## src/rtl/genius_seq_engine.sv

```systemverilog
`default_nettype none
// ============================================================================
// Module   : genius_seq_engine
// Brief    : Simon-style sequence engine: grows an LFSR colour sequence, plays
//            it back with speed-dependent timing and checks player presses.
// Revision : 1.0 - initial release
// ============================================================================
module genius_seq_engine #(
    parameter int unsigned NUM_COLORS    = 4,
    parameter int unsigned MAX_LEN       = 32,
    parameter int unsigned STEP_CYCLES   = 25000000,
    parameter int unsigned TIMEOUT_STEPS = 5,
    parameter logic [15:0] SEED          = 16'hACE1,
    localparam int unsigned CW           = $clog2(NUM_COLORS),
    localparam int unsigned SW           = $clog2(MAX_LEN + 1)
) (
    input  logic                  clock,
    input  logic                  reset,
    input  logic                  start,
    input  logic [NUM_COLORS-1:0] btn,
    input  logic [1:0]            velocity,
    output logic [CW-1:0]         color_out,
    output logic                  color_valid,
    output logic [SW-1:0]         score,
    output logic                  busy,
    output logic                  win,
    output logic                  fail,
    output logic [2:0]            state
);

    localparam int unsigned IW = (MAX_LEN > 1) ? $clog2(MAX_LEN) : 1;
    localparam int unsigned TW = $clog2(TIMEOUT_STEPS * STEP_CYCLES + 1);

    localparam logic [TW-1:0]         c_ONE_T   = TW'(1);
    localparam logic [SW-1:0]         c_ONE_S   = SW'(1);
    localparam logic [SW-1:0]         c_MAX_LEN = SW'(MAX_LEN);
    localparam logic [NUM_COLORS-1:0] c_ONE_C   = NUM_COLORS'(1);
    localparam logic [15:0]           c_TAPS    = 16'hB400;

    typedef enum logic [2:0] {
        S_IDLE     = 3'd0,
        S_ADD      = 3'd1,
        S_SHOW_ON  = 3'd2,
        S_SHOW_OFF = 3'd3,
        S_INPUT    = 3'd4,
        S_ECHO     = 3'd5,
        S_FAIL     = 3'd6,
        S_WIN      = 3'd7
    } state_t;

    function automatic int unsigned f_step(input int unsigned v);
        int unsigned t;
        t = STEP_CYCLES >> v;
        return (t == 0) ? 1 : t;
    endfunction

    function automatic int unsigned f_gap(input int unsigned v);
        int unsigned g;
        g = f_step(v) >> 1;
        return (g == 0) ? 1 : g;
    endfunction

    state_t                r_state;
    state_t                w_next;
    logic [15:0]           r_lfsr;
    logic [15:0]           w_lfsr_next;
    logic [CW-1:0]         r_mem [MAX_LEN];
    logic [SW-1:0]         r_len;
    logic [SW-1:0]         r_idx;
    logic [SW-1:0]         r_score;
    logic [TW-1:0]         r_timer;
    logic [TW-1:0]         r_step;
    logic [TW-1:0]         r_gap;
    logic [TW-1:0]         r_tout;
    logic [CW-1:0]         r_echo;
    logic [TW-1:0]         w_step;
    logic [TW-1:0]         w_gap;
    logic [TW-1:0]         w_tout;
    logic [CW-1:0]         w_cur;
    logic                  w_last;
    logic                  w_press_ok;

    assign w_lfsr_next = {1'b0, r_lfsr[15:1]} ^ (r_lfsr[0] ? c_TAPS : 16'h0000);
    assign w_cur       = r_mem[r_idx[IW-1:0]];
    assign w_last      = (r_idx == r_len - c_ONE_S);
    // Exact match against the expected one-hot also rejects multi-hot presses.
    assign w_press_ok  = (btn == (c_ONE_C << w_cur));

    always_comb begin
        w_step = TW'(f_step(0));
        w_gap  = TW'(f_gap(0));
        w_tout = TW'(f_step(0) * TIMEOUT_STEPS);
        case (velocity)
            2'd1: begin
                w_step = TW'(f_step(1));
                w_gap  = TW'(f_gap(1));
                w_tout = TW'(f_step(1) * TIMEOUT_STEPS);
            end
            2'd2: begin
                w_step = TW'(f_step(2));
                w_gap  = TW'(f_gap(2));
                w_tout = TW'(f_step(2) * TIMEOUT_STEPS);
            end
            2'd3: begin
                w_step = TW'(f_step(3));
                w_gap  = TW'(f_gap(3));
                w_tout = TW'(f_step(3) * TIMEOUT_STEPS);
            end
            default: ;
        endcase
    end

    always_ff @(posedge clock) begin
        if (reset) begin
            r_state <= S_IDLE;
        end else begin
            r_state <= w_next;
        end
    end

    always_comb begin
        w_next = r_state;
        case (r_state)
            S_IDLE:     w_next = S_IDLE;
            S_ADD:      w_next = S_SHOW_ON;
            S_SHOW_ON: begin
                if (r_timer == r_step - c_ONE_T) w_next = S_SHOW_OFF;
            end
            S_SHOW_OFF: begin
                if (r_timer == r_gap - c_ONE_T) w_next = w_last ? S_INPUT : S_SHOW_ON;
            end
            S_INPUT: begin
                // A press on the final timeout cycle still counts.
                if (btn != '0) begin
                    w_next = w_press_ok ? S_ECHO : S_FAIL;
                end else if (r_timer == r_tout - c_ONE_T) begin
                    w_next = S_FAIL;
                end
            end
            S_ECHO: begin
                if (r_timer == r_gap - c_ONE_T) begin
                    if (!w_last)                  w_next = S_INPUT;
                    else if (r_len == c_MAX_LEN)  w_next = S_WIN;
                    else                          w_next = S_ADD;
                end
            end
            S_FAIL:     w_next = S_FAIL;
            S_WIN:      w_next = S_WIN;
            default:    w_next = S_IDLE;
        endcase
        if (start) w_next = S_ADD;
    end

    always_ff @(posedge clock) begin
        if (reset) begin
            r_lfsr  <= SEED;
            r_len   <= '0;
            r_idx   <= '0;
            r_score <= '0;
            r_timer <= '0;
            r_step  <= c_ONE_T;
            r_gap   <= c_ONE_T;
            r_tout  <= c_ONE_T;
            r_echo  <= '0;
        end else begin
            r_lfsr  <= w_lfsr_next;
            // One shared timer, restarted on every state change.
            r_timer <= (w_next != r_state) ? '0 : r_timer + c_ONE_T;
            if (start) begin
                r_len   <= '0;
                r_score <= '0;
            end else begin
                case (r_state)
                    S_ADD: begin
                        r_len  <= r_len + c_ONE_S;
                        r_idx  <= '0;
                        r_step <= w_step;
                        r_gap  <= w_gap;
                        r_tout <= w_tout;
                    end
                    S_SHOW_OFF: begin
                        if (w_next != S_SHOW_OFF) r_idx <= w_last ? '0 : r_idx + c_ONE_S;
                    end
                    S_INPUT: begin
                        if (w_next == S_ECHO) r_echo <= w_cur;
                    end
                    S_ECHO: begin
                        if (w_next == S_INPUT)     r_idx   <= r_idx + c_ONE_S;
                        else if (w_next != S_ECHO) r_score <= r_len;
                    end
                    default: ;
                endcase
            end
        end
    end

    // Sequence storage needs no reset: entries are written before being read.
    always_ff @(posedge clock) begin
        if (!reset && !start && r_state == S_ADD) begin
            r_mem[r_len[IW-1:0]] <= r_lfsr[CW-1:0];
        end
    end

    always_comb begin
        color_out   = '0;
        color_valid = 1'b0;
        if (r_state == S_SHOW_ON) begin
            color_out   = w_cur;
            color_valid = 1'b1;
        end else if (r_state == S_ECHO) begin
            color_out   = r_echo;
            color_valid = 1'b1;
        end
    end

    assign score = r_score;
    assign busy  = !(r_state == S_IDLE || r_state == S_FAIL || r_state == S_WIN);
    assign win   = (r_state == S_WIN);
    assign fail  = (r_state == S_FAIL);
    assign state = r_state;

endmodule
`default_nettype wire

```

## config.mk

```make
export PLATFORM = sky130hd
export DESIGN_NAME = genius_seq_engine
export DESIGN_NICKNAME = d
export VERILOG_FILES = /design/src/rtl/genius_seq_engine.sv
export SDC_FILE = /design/constraint.sdc
export NUM_CORES = 1
export LEC_CHECK = 0
export ABC_AREA = 1
export BUFFER_PORTS_ARGS = -buffer_cell sky130_fd_sc_hd__buf_2
export CORE_AREA = 2 2 176 178
export DETAILED_ROUTE_END_ITERATION = 16
export DIE_AREA = 0 0 178 180
export PLACE_DENSITY = 0.41
export SYNTH_ARGS = -nofsm -noshare
export SYNTH_HDL_FRONTEND = slang
export SYNTH_SLANG_ARGS = --single-unit
```

## constraint.sdc

```tcl
create_clock -name clock -period 3.95 [get_ports clock]
set_input_delay 0.395 -clock clock [delete_from_list [all_inputs] [get_ports clock]]
set_output_delay 0.395 -clock clock [all_outputs]
set_load 0.02 [all_outputs]
```

==> impl_metrics.csv <==
group,metric,value,unit
cts,ctsHoldBuffers,0,
synthesis,synthDistinctLibCells,45,
synthesis,syn_nets,1248,
cts,cts_root_buf,"clkbuf_16",
sta,worst_slew_margin_rel,0.495,
global_routing,top_usage_layer,"met2",
pwr,sw_frac_of_total,0.285,
synthesis,seq_area_frac_synth,0.409,
cells_and_area,fillers,3309,
cells_and_area,layout.nets,1260,
cells_and_area,syn_to_final_growth,12.6,%
placed_design,dpl.hpwl,20200,um
global_routing,met1_usage,0.227,
critical_path,crit_chain,"inv_1, ha_1, inv_1, nor2_1, nand2_1, nor2_2, nand2_1, nand2_1, nor2_1, nor2_1, nand2_1, nor2_2, nand3_2, nor2_2, nand2_1, nand3_2, nand3_1, nand2_1, nand4_4, nor3_2",
floorplan,top_level_ports,24,
sta,finalMaxSlewViolations,0,
global_routing,grtUsageMet2,0.305,
pwr,p_int,2.75,mW
floorplan,fp-row-count,64,
critical_path,worst-endpoint-required,4.30,ns
global_routing,grt_start_max_net_pins,42,
sta,period_needed,3.55,ns
cells_and_area,finalInstanceArea,10100,um2
routing,vias,7721,
routing,drc,0,
critical_path,crit_slowest_cell,"nand4_4",
synthesis,synthAdderAreaFrac,0.0210,
cts,cts-buffers-inserted,17,
cts,htree_levels,4,
critical_path,crit_family,"simple AND/OR/NAND/NOR gates",
sta,finalCritPeriodShare,0.899,
cells_and_area,fin_util,0.334,
critical_path,crit_type,"reg -> reg",
synthesis,syn_area,8960,um2
global_routing,grt_pass1_vias,7611,
cts,cts.sink_count,151,
placed_design,io_buffers,23,
pwr,pwr-share-seq,0.436,
routing,routedWlPerCell,16.8,um
synthesis,muxShareOfSynthArea,0,
pwr,power_leakage,4.23,nW
synthesis,async_reset_ff_frac,0,
synthesis,synth_top_family_by_area,"simple AND/OR/NAND/NOR gates",
synthesis,ys_warn_count,0,
floorplan,core-area,30200,um2
cells_and_area,seqCellArea,3660,um2
placed_design,place_area,9440,um2
sta,finalSetupTns,0,ns
routing,dr.first_iter.drc_count,654,
synthesis,synth_edf_count,64,
critical_path,worstPathArrival,3.91,ns
critical_path,slowest_delay,0.40,ns
cts,cts_buffer_depth,2,
global_routing,use_met3,0.0281,
critical_path,critPathLaunchType,"register",
synthesis,synth_compound_area_frac,0.0557,
critical_path,cpMostUsedCell,"nand2_1",
global_routing,grt_usage,0.177,
run_status,status,"completed",
critical_path,startpoint,"r_tout[3]$_SDFFE_PP0P_",
placed_design,globalplace.congestion,0.865,
floorplan,start_util,0.297,
synthesis,syn_avg_cell_area,7.32,um2
sta,finalSetupViolations,0,
critical_path,reg2reg_from,"r_tout[3]$_SDFFE_PP0P_",
critical_path,end_kind,"register",
floorplan,dieWidth,178,um
critical_path,worstPathMaxFanout,13,
synthesis,synth-seq-cells,151,
hold_path,hold_path.class,"in -> reg",
cts,cts_tree,"yes",
synthesis,synthXorXnorAreaFrac,0.0596,
routing,dr.pass1.iters,7,
global_routing,grt_pass1_wl,43200,um
cells_and_area,diodes,0,
pwr,power.switching,1.10,mW
critical_path,cp_num_buf_inv,2,
global_routing,antenna_found_initial,0,
global_routing,overflow,0,
sta,rsz0062_at_grt,"no",
sta,tightest_slew,0.754,ns
flow_run,maxCapViolCount,0,
cells_and_area,drive_gt1_frac,0.107,
cts,path_clk_slew,0.07,ns
sta,hold_viol,0,
sta,finClkSkew,0.0135,ns
synthesis,synth_ff_type,"dfxtp_1",
pwr,clkPwrFrac,0.435,
pwr,vdd_drop_max,0.240,mV
sta,max_freq,0.281,GHz
routing,ant_nets,0,
cells_and_area,multi_input_area,4590,um2
routing,drt-total-wl,27600,um
synthesis,synth-simple-area-share,0.373,
floorplan,dieHeight,180,um
floorplan,die_area,32000,um2
pwr,power_density,381,nW/um2
critical_path,reg2reg_slack,0.40,ns
hold_path,min_from,"velocity[1]",
pwr,pwr-share-comb,0.129,
synthesis,syn_inst,1224,
routing,viasPerCell,4.69,
cts,clock_latency,0.44,ns
## cell usage after synthesis, types with 16 or more instances
cell type  instances  area (um2)
nand3_1          146         731
nand2_1          315        1180
inv_1            128         480
edfxtp_1          64        1920
nor3_1            27         135
nor2_1           156         586
xor2_1            45         394
a21oi_1           37         185
clkbuf_1          27         101
o21ai_0           34         170
nor3_2            21         210
dfxtp_1           87        1740
xnor2_1           16         140
## power groups by stage
stage          clock, mW  sequential, mW  combinational [mW]
2_1_floorplan          0            1.70               0.360
3_3_place_gp           0            1.71               0.490
3_5_place_dp           0            1.71               0.487
4_1_cts             1.71            1.68               0.489
5_1_grt             1.79            1.68               0.558
6_report            1.67            1.68               0.494
## worst paths after layout
check | to | cells after the start
worst max-delay path | r_timer[25]$_SDFF_PP0_ | 20
worst min-delay path | r_tout[21]$_SDFFE_PP0P_ | 3
worst max register to register | r_timer[25]$_SDFF_PP0_ | 20
worst min register to register | r_lfsr[4]$_SDFF_PP0_ | 2
## layer usage
layer | part of all wire | wire, um
met2 | 0.50 | 13700
met4 | 0.015 | 403
met3 | 0.032 | 876
met1 | 0.46 | 12600
met5 | 0 | 0
## flip-flops by register name, summed over array words and instances (netlist names), named ones only
register  flops
r_echo        2
r_idx         6
r_len         6
r_lfsr       16
r_mem        64
r_step        2
r_timer      27
r_tout       14
score         6
state         3
## worst min-delay path: stages
cell and delay [ns]:
buf_2 0.13, ha_1 0.15, a21oi_1 0.05
## cell families after synthesis
family	count (synthesis)
buffers and inverters	180
AO/OA/AOI/OAI	90
adder cells (fa/ha/maj)	15
flip-flops	151
AND/OR/NAND/NOR	727
XOR/XNOR	61
## final cells by class
class,count,share of cell area
repair buffers,36,0.0227
flip-flops and latches,151,0.363
multi-input cells,894,0.455
inverters,136,0.0506
well taps,396,0.0491
clock inverters,14,0.0164
clock buffers,18,0.0425
## through the flow
stage	cells	hold WS, ns	total power, mW	setup slack [ns]
after CTS	1643	0.324	3.88	0.321
final	1645	0.343	3.85	0.397
after detailed placement	1611	0.392	2.20	0.352
after floorplan	1224	0.388	2.06	1.20
after global routing	1645	0.341	4.03	0.00484
after global placement	1611	0.389	2.20	0.481
## cells in the final DEF, fill, tap and decap left out, types with 7 or more instances in the layout
| cell | count |
|---|---|
| a21oi_1 | 37 |
| buf_2 | 23 |
| xnor2_1 | 16 |
| clkbuf_16 | 17 |
| inv_1 | 128 |
| edfxtp_1 | 64 |
| o21ai_0 | 34 |
| dfxtp_1 | 87 |
| buf_4 | 11 |
| nand2_1 | 315 |
| nor2_4 | 7 |
| nor3_1 | 27 |
| nor3_2 | 21 |
| nor2_1 | 156 |
| nand4_1 | 12 |
| nand3_1 | 146 |
| a211oi_1 | 7 |
| ha_1 | 15 |
| nor2_2 | 7 |
| or2_2 | 7 |
| xor2_1 | 45 |
## repair_timing
item / CTS / global route
setup endpoints to repair: 0 / 32
buffers inserted: 0 / 1
hold endpoints to repair: 0 / 0
resized for setup: 0 / 3
No activity file was read; power rests on OpenSTA's default activity.
